[src/rtl/conv_pkg.sv]
// Shared constants, FSM encoding and signed compare helper for the conv/pool datapath.
package conv_pkg;

    localparam int unsigned DW = 16;
    localparam int unsigned XW = 11;

    typedef enum logic [1:0] {
        IDLE = 2'd0,
        RUN  = 2'd1,
        FIN  = 2'd2
    } state_e;

    function automatic logic signed [DW-1:0] max2(input logic signed [DW-1:0] a,
                                                  input logic signed [DW-1:0] b);
        return (a > b) ? a : b;
    endfunction

endpackage

[src/rtl/conv_pool2x2_if.sv]
// Stream/control bundle between the 2x2 max-pool stage and its driver.
interface conv_pool2x2_if;

    logic [conv_pkg::XW-1:0]        W;
    logic                           start;
    logic                           in_valid;
    logic signed [conv_pkg::DW-1:0] data_in;
    logic                           out_valid;
    logic signed [conv_pkg::DW-1:0] data_out;
    logic                           busy;
    logic                           done;

    modport master (
        output W, start, in_valid, data_in,
        input  out_valid, data_out, busy, done
    );

    modport slave (
        input  W, start, in_valid, data_in,
        output out_valid, data_out, busy, done
    );

endinterface

[src/rtl/pool_line_buf.sv]
// Half-row buffer of horizontal pair maxima; one write port, combinational read, shared address.
module pool_line_buf #(
    parameter int unsigned DW    = 16,
    parameter int unsigned DEPTH = 32,
    parameter int unsigned AW    = 5
) (
    input  logic          clk,
    input  logic          we,
    input  logic [AW-1:0] addr,
    input  logic [DW-1:0] wdata,
    output logic [DW-1:0] rdata
);

    logic [DW-1:0] mem_q [DEPTH];

    // Contents are don't-care after reset, so no reset branch.
    always_ff @(posedge clk) begin
        if (we) begin
            mem_q[addr] <= wdata;
        end
    end

    assign rdata = mem_q[addr];

endmodule

[src/rtl/conv_pool2x2.sv]
// Streaming 2x2 stride-2 signed max-pool; define POOL_RELU_EN to clamp outputs at zero.
module conv_pool2x2 #(
    parameter int unsigned DW   = conv_pkg::DW,
    parameter int unsigned MAXW = 64
) (
    input  logic          clk,
    input  logic          reset,
    conv_pool2x2_if.slave bus
);

    import conv_pkg::*;

    localparam int unsigned DEPTH = MAXW / 2;
    localparam int unsigned AW    = (DEPTH > 1) ? $clog2(DEPTH) : 1;

    state_e               state_q, state_d;
    logic [XW-1:0]        wr_q, wr_d;
    logic [XW-1:0]        col_q, col_d;
    logic [XW-1:0]        row_q, row_d;
    logic signed [DW-1:0] hold_q, hold_d;
    logic signed [DW-1:0] data_out_q, data_out_d;
    logic                 out_valid_q, out_valid_d;
    logic                 busy_q, busy_d;
    logic                 done_q, done_d;

    logic                 accept_c;
    logic                 last_col_c;
    logic                 lb_we_c;
    logic [AW-1:0]        lb_addr_c;
    logic [DW-1:0]        lb_rdata_c;
    logic signed [DW-1:0] pm_c;
    logic signed [DW-1:0] pooled_c;

    pool_line_buf #(.DW(DW), .DEPTH(DEPTH), .AW(AW)) u_line_buf (
        .clk   (clk),
        .we    (lb_we_c),
        .addr  (lb_addr_c),
        .wdata (pm_c),
        .rdata (lb_rdata_c)
    );

    // Next-state, counters and pooling datapath.
    always_comb begin
        state_d     = state_q;
        wr_d        = wr_q;
        col_d       = col_q;
        row_d       = row_q;
        hold_d      = hold_q;
        data_out_d  = data_out_q;
        out_valid_d = 1'b0;
        lb_we_c     = 1'b0;

        accept_c   = (state_q == RUN) && bus.in_valid;
        last_col_c = (col_q == wr_q - XW'(1));
        lb_addr_c  = AW'(col_q >> 1);
        pm_c       = max2(hold_q, bus.data_in);
        pooled_c   = max2(lb_rdata_c, pm_c);
`ifdef POOL_RELU_EN
        pooled_c   = max2(pooled_c, '0);
`endif

        unique case (state_q)
            IDLE: begin
                if (bus.start) begin
                    wr_d    = (bus.W > XW'(MAXW)) ? XW'(MAXW) : bus.W;
                    col_d   = '0;
                    row_d   = '0;
                    // Maps narrower than one window finish without consuming data.
                    state_d = (wr_d < XW'(2)) ? FIN : RUN;
                end
            end
            RUN: begin
                if (accept_c) begin
                    if (!col_q[0]) begin
                        hold_d = bus.data_in;
                    end else if (!row_q[0]) begin
                        lb_we_c = 1'b1;
                    end else begin
                        out_valid_d = 1'b1;
                        data_out_d  = pooled_c;
                    end
                    if (last_col_c) begin
                        col_d = '0;
                        if (row_q == wr_q - XW'(1)) begin
                            state_d = FIN;
                        end else begin
                            row_d = row_q + XW'(1);
                        end
                    end else begin
                        col_d = col_q + XW'(1);
                    end
                end
            end
            FIN: begin
                state_d = IDLE;
            end
            default: begin
                state_d = IDLE;
            end
        endcase

        busy_d = (state_d == RUN);
        done_d = (state_d == FIN);
    end

    always_ff @(posedge clk or posedge reset) begin
        if (reset) begin
            state_q     <= IDLE;
            wr_q        <= '0;
            col_q       <= '0;
            row_q       <= '0;
            hold_q      <= '0;
            data_out_q  <= '0;
            out_valid_q <= 1'b0;
            busy_q      <= 1'b0;
            done_q      <= 1'b0;
        end else begin
            state_q     <= state_d;
            wr_q        <= wr_d;
            col_q       <= col_d;
            row_q       <= row_d;
            hold_q      <= hold_d;
            data_out_q  <= data_out_d;
            out_valid_q <= out_valid_d;
            busy_q      <= busy_d;
            done_q      <= done_d;
        end
    end

    assign bus.out_valid = out_valid_q;
    assign bus.data_out  = data_out_q;
    assign bus.busy      = busy_q;
    assign bus.done      = done_q;

endmodule

[src/flat_wrapper.sv]
// flat-port wrapper written by rule: the top's interface ports become plain ports
module conv_pool2x2_flat import conv_pkg::*;
#(
    parameter int unsigned DW   = conv_pkg::DW,
    parameter int unsigned MAXW = 64
)
  (clk, reset, bus_W, bus_start, bus_in_valid, bus_data_in, bus_out_valid, bus_data_out, bus_busy, bus_done);
  conv_pool2x2_if bus_i ();
  input  logic clk;
  input  logic reset;
  input wire logic [$bits(bus_i.W)-1:0] bus_W;
  input wire logic [$bits(bus_i.start)-1:0] bus_start;
  input wire logic [$bits(bus_i.in_valid)-1:0] bus_in_valid;
  input wire logic [$bits(bus_i.data_in)-1:0] bus_data_in;
  output wire logic [$bits(bus_i.out_valid)-1:0] bus_out_valid;
  output wire logic [$bits(bus_i.data_out)-1:0] bus_data_out;
  output wire logic [$bits(bus_i.busy)-1:0] bus_busy;
  output wire logic [$bits(bus_i.done)-1:0] bus_done;
  assign bus_i.W = bus_W;
  assign bus_i.start = bus_start;
  assign bus_i.in_valid = bus_in_valid;
  assign bus_i.data_in = bus_data_in;
  assign bus_out_valid = bus_i.out_valid;
  assign bus_data_out = bus_i.data_out;
  assign bus_busy = bus_i.busy;
  assign bus_done = bus_i.done;
  conv_pool2x2 #(.DW(DW), .MAXW(MAXW)) u_core (.clk(clk), .reset(reset), .bus(bus_i));
endmodule
[config.mk]
export PLATFORM = sky130hd
export DESIGN_NAME = conv_pool2x2_flat
export DESIGN_NICKNAME = d
export VERILOG_FILES = /design/src/rtl/conv_pkg.sv /design/src/rtl/conv_pool2x2_if.sv /design/src/rtl/pool_line_buf.sv /design/src/rtl/conv_pool2x2.sv /design/src/flat_wrapper.sv
export SDC_FILE = /design/constraint.sdc
export NUM_CORES = 1
export LEC_CHECK = 0
export BUFFER_PORTS_ARGS = -buffer_cell sky130_fd_sc_hd__buf_4
export CAP_MARGIN = 10
export CORE_MARGIN = 2
export CORE_UTILIZATION = 56
export DETAILED_ROUTE_END_ITERATION = 16
export PLACE_DENSITY = 0.83
export SLEW_MARGIN = 20
export SYNTH_ARGS = -nofsm -noshare
export SYNTH_HDL_FRONTEND = slang
export SYNTH_SLANG_ARGS = --single-unit
[constraint.sdc]
create_clock -name clk -period 4.8 [get_ports clk]
set_input_delay 0.24 -clock clk [delete_from_list [all_inputs] [get_ports clk]]
set_output_delay 0.24 -clock clk [all_outputs]
set_load 0.03 [all_outputs]
# Word-level counts from Yosys, hierarchy flattened
# Memory sizes are Yosys's and may differ from the RTL's.
# Index checks and enable logic that the tools add are counted.
# word_totals
inputBits,31
n_memories,1
ram_bits,512
output_inout_bits,19
wordCells,62
ff_bits,70
# op_classes
add_sub_neg,3
eq_ne,9
muxes,27
bitwise_logic,1
n_reduce_logical,8
order_cmp,4
# mem_list
memory,depth,width,read_ports,rd_ports_with_merged_regs,wr,line_no,rtl
u_core.u_line_buf.mem_q,32,16,1,0,1,pool_line_buf.sv:14,logic [DW-1:0] mem_q [DEPTH];
# op_table
operator,count
2-to-1 mux 11 bit,7
one-hot mux 11 bit (2 select lines),2
> comparator 16 bit,2
2-to-1 mux 16 bit,2
"adder 11 x 1 -> 11 bit, second input constant",2
== test 11 bit,2
"> comparator 11 x 7 -> 1 bit, second input constant",1
"< comparator 11 x 2 -> 1 bit, second input constant",1
"subtractor 11 x 1 -> 11 bit, second input constant",1
2-to-1 mux 1 bit,10
2-to-1 mux 2 bit,5
AND reduction 3 bit,2
AND reduction 5 bit,1
"== test 2 x 1 -> 1 bit, second input constant",2
"!= test 2 x 1 -> 1 bit, second input constant",2
"!= test 2 bit, second input constant",2
one-hot mux 2 bit (2 select lines),1
AND reduction 4 bit,1
"== test 2 bit, second input constant",1
zero test 2 bit,1
AND reduction 2 bit,1
nonzero test 2 bit,1
logical AND 1 bit,1
inverter 1 bit,1

# Depth between registers and ports, before layout
# logic_depth
depth_word,7
mapped_depth,22
depth_no_buf,18

# Cells and area by module
# From an unflattened synthesis, not the netlist that was laid out.
# unflattened
hier_cells,1640
area_unflattened_um2,24782.5
# modules_own_cells
module,cells_each,area_each_um2,n_inst,seq_area_each_um2
pool_line_buf,1070,19776.5,1,15374.7
conv_pool2x2,570,5006.1,1,1751.7

# Worst setup path before layout
# Ideal clock, no wire load.
# synth_timing
path_type,register -> register
from,register u_core.hold_q[1]
to,"register u_core.data_out_q[2], in the netlist u_core.bus.data_out[2]"
slack_ps,123
stages_incl_launch_ff,22
arrival_time_ps,4556
t_required_ps,4679
period_less_slack_ps,4677
n_path_buf,4
setup_ps,121
path_cell_list,dfrtp_1 > ha_1 > nor2b_1 > o21a_1 > o21ai_0 > a211oi_1 > or4_1 > clkbuf_1 > nand2_1 > clkbuf_1 > buf_1 > a22oi_1 > ha_1 > nor2b_1 > o21a_1 > o21ai_0 > a21oi_1 > a2111oi_0 > a21oi_1 > clkbuf_1 > a221o_1 > a22o_1
# synth_between
elab_chain_len,4
# synth_lines
item,line_no,rtl
from (decl),conv_pool2x2.sv:20,"logic signed [DW-1:0] hold_q, hold_d;"
from (signal assigned),conv_pool2x2.sv:122,hold_q <= hold_d;
> comparator 16 bit,conv_pkg.sv:15,return (a > b) ? a : b;
2-to-1 mux 16 bit (*),conv_pkg.sv:15,
> comparator 16 bit,conv_pkg.sv:15,
2-to-1 mux 16 bit (*),conv_pkg.sv:15,
to (signal assigned),conv_pool2x2.sv:123,data_out_q <= data_out_d;
to (decl),conv_pool2x2.sv:21,"logic signed [DW-1:0] data_out_q, data_out_d;"
# Mark *: on every way between the ends. The rest lies on a longest branch, timed or not.
# A chain may end at the register's enable or synchronous reset.

# Final worst setup path
# layout_timing
from,register u_core.col_q[1]
to,"register u_core.data_out_q[7], in the netlist u_core.bus.data_out[7]"
# layout_between
elab_chain_len,3
# layout_lines
item,line_no,rtl
from (decl),conv_pool2x2.sv:18,"logic [XW-1:0] col_q, col_d;"
from (signal assigned),conv_pool2x2.sv:120,col_q <= col_d;
memory read (32 x 16 bit) (*),--,
> comparator 16 bit,conv_pkg.sv:15,
2-to-1 mux 16 bit (*),conv_pkg.sv:15,
# Marks and branches as above.

==> flow_summary.toml <==
[global_route]
grt_max_degree = 43
grt_util_all_layers = 0.284
grt-ovfl-total = 0
grt_pass1_vias = 14000
grt_first_pass_wirelength_mm = 92.5
antenna_found_initial = 1

[timing]
finalHoldViolCount = 0
fin_crit_sh = 0.943
timing.max_slew.rel_slack = 0.213
setup_viol = 0
fin_skew_ns = 0.0169
final_max_slew_viol_count = 0
finalWorstPathRequiredPeriod_ns = 4.53
worst-slew-pin-transition_ns = 1.18
timing.setup.tns_ns = 0
grt_setup_unrepaired = "false"
fmax_mhz = 221
fin_worst_hold_slack_ns = 0.108

[route]
post-route-drc-count = 0
detail-route-antenna-nets = 0
vias = 14200
drt-wirelength-per-cell_um = 29.6
drt_pre_antenna_iters = 5
postRouteWirelength_mm = 62.7
first_iter_violations = 2256
routed_via_density = 6.72

[setup_path]
cp_slowest_cell = "dfrtp_4"
critical_path.max_stage_delay_ns = 0.72
critical_path_fanout_max = 32
buffers_inverters_on_critical_path = 2
crit_path_start_kind = "flip-flop"
critical_path.cell_chain = "buf_4, mux4_2, a22oi_1, nand4_1, ha_1, and4_1, nand2_1, a21oi_1, a2111oi_2, a21oi_2, buf_12, a221o_1, a22o_1"
worst_ep_required_time_ns = 5.27
path_delay_family = "compound AO/OA/AOI/OAI gates"
arrival_ns = 5.00
worstSetupPathType = "reg2reg"
timing.critical_path.to_type = "flip-flop"

[placement]
io_buffer_count = 49
routabilityCongestion = 0.903
dp_hpwl_mm = 37.1

[cts]
postCtsSetupRepairBufs = 0
clock-sinks = 582
clock_tree.htree_level_count = 2
cts_tree = "done"
numCtsBuffers = 53
cts.clk_slew.worst_paths_ns = 0.07
clock_latency_ns = 0.59
cts-root-to-sink-buffers = 3
clockRootBuffer = "clkbuf_16"

[power_and_ir_drop]
ir_worst_vdd_v = 0.000478
design_power_total_mw = 16.8
leakage_power_figure_nw = 9.52
power.density_nw_per_um2 = 609

[floorplan]
die_width_um = 212
die-area_um2 = 45100
rows = 76
design.core.area_um2 = 43000
dieHeight_um = 212
boundaryPins = 50
floorplan.initialDensity = 0.566

[synthesis]
mappedNetlistNets = 1440
synth_top_cell_by_area = "edfxtp_1"
post_synth_main_area_contributors = "edfxtp_1, mux4_2, dfrtp_1"
synth-main-ff-cell = "edfxtp_1"
async_reset_ff_frac = 0.120
synth.top_cells.by_count = "edfxtp_1, mux4_2, a22oi_1"
synthDistinctLibCells = 66
synth_top_area_share = 0.632
postSynthRegisterBits = 582
postSynthCellCount = 1374
syn-cell-area_um2 = 24300
synth_sequential_area_ratio = 0.704
syn-mean-instance-area_um2 = 17.7
number_of_warnings_reported_in_the_yosys_synthesis_log = 0
synth-edff-count = 512
most_frequent_cell_after_synthesis = "edfxtp_1"

[cells_and_area]
fraction_of_final_layout_cells_with_drive_strength_greater_than_1 = 0.238
synth_to_layout_area_growth_pct = 13.6
layout.nets = 1556
utilization = 0.643
diodes = 0
fillers = 2758

[min_path]
min_path_type = "in2reg"

[run_status]
run_status = "finished clean"

[flow_run]
timing.max_cap.violations = 0
-- worst paths after layout --
| kind | startpoint | end | slack (ns) | cells after the start |
|---|---|---|---|---|
| min reg2reg | u_core.bus.data_out[14] | u_core.bus.data_out[14] | 0.51 | 1 |
| min in group asynchronous | reset | u_core.hold_q[1] | 0.39 | 3 |
| max reg2reg | u_core.col_q[1] | u_core.bus.data_out[7] | 0.27 | 13 |
| max | u_core.col_q[1] | u_core.bus.data_out[7] | 0.27 | 13 |
| min | bus_W[10] | u_core.wr_q[6] | 0.11 | 4 |
| max in group asynchronous | reset | u_core.col_q[1] | 3.44 | 4 |
-- area by class of cell --
class / instances / area (µm²) / share of cell area
clock buffers: 70 / 1420 / 0.0514
clock inverters: 27 / 235 / 0.00851
inverters: 62 / 233 / 0.00842
multi-input cells: 652 / 6690 / 0.242
flip-flops and latches: 582 / 17100 / 0.620
well taps: 585 / 732 / 0.0265
repair buffers: 139 / 1180 / 0.0427
-- layer usage --
metal	vias to the layer above	routed length (µm)	GRT usage
li1	5762	-	-
met1	7132	22400	0.380
met2	1122	29300	0.447
met3	209	7410	0.0674
met4	2	3530	0.131
met5	-	13	0
-- flip-flops by register name, indices dropped and copies added, names as in the netlist --
register and cells:
u_core.bus.out_valid 1, u_core.u_line_buf.mem_q 512, u_core.bus.done 1, u_core.bus.busy 1, u_core.bus.data_out 16, u_core.col_q 11
u_core.hold_q 16, u_core.row_q 11, u_core.state_q 2, u_core.wr_q 11
-- through the flow --
stage / instances / cell area (µm²) / setup WS (ns)
floorplan: 1374 / 24300 / 0.123
global placement: 1996 / 25700 / 0.138
detailed placement: 1996 / 25700 / 0.0477
CTS: 2117 / 27600 / 0.0249
global route: 2117 / 27600 / 0.0516
finish: 2117 / 27600 / 0.273
-- layout by cell type (no fill, tap or decap), types with 16 or more instances in the layout --
| cell type | instances |
|---|---|
| a21oi_1 | 34 |
| a22o_1 | 21 |
| a22oi_1 | 77 |
| and2_1 | 25 |
| buf_4 | 109 |
| clkbuf_16 | 53 |
| dfrtp_1 | 68 |
| dlygate4sd3_1 | 24 |
| edfxtp_1 | 512 |
| ha_1 | 35 |
| inv_1 | 50 |
| mux2_2 | 16 |
| mux4_2 | 128 |
| nand2_1 | 38 |
| nand3_1 | 21 |
| nand4_1 | 26 |
| nor2_1 | 62 |
| o21ai_0 | 16 |
| xnor2_1 | 16 |
-- where the power goes --
group | leakage, nW | switching [mW] | internal, mW
logic | 3.20 | 3.63 | 2.05
registers | 5.51 | 0.316 | 6.72
clock network | 0.808 | 1.82 | 2.29
-- logic make-up (layout without fill, tap and decap cells) --
kind of cell	after synthesis	in the layout	share of synthesized area
mux	147	147	0.127
fa+ha+maj	35	35	0.0180
simple gates	236	236	0.0512
flops	582	582	0.704
buf+inv	140	298	0.0230
xor+xnor	33	33	0.0147
compound gates	201	201	0.0618
-- what timing repair did --
| item | in CTS | in global routing |
|---|---|---|
| endpoints found under the hold margin | 58 | 0 |
| hold buffers | 24 | 0 |
| endpoints found under the setup margin | 0 | 16 |
| resized for setup | 0 | 4 |
-- worst register-to-register path: stages (launching register included) --
cell,delay [ns]
dfrtp_4,0.72
buf_4,0.31
mux4_2,0.54
a22oi_1,0.54
nand4_1,0.43
ha_1,0.40
and4_1,0.24
nand2_1,0.10
a21oi_1,0.06
a2111oi_2,0.32
a21oi_2,0.12
buf_12,0.18
a221o_1,0.28
a22o_1,0.19
Note: power is estimated with default switching activity, not from simulation.
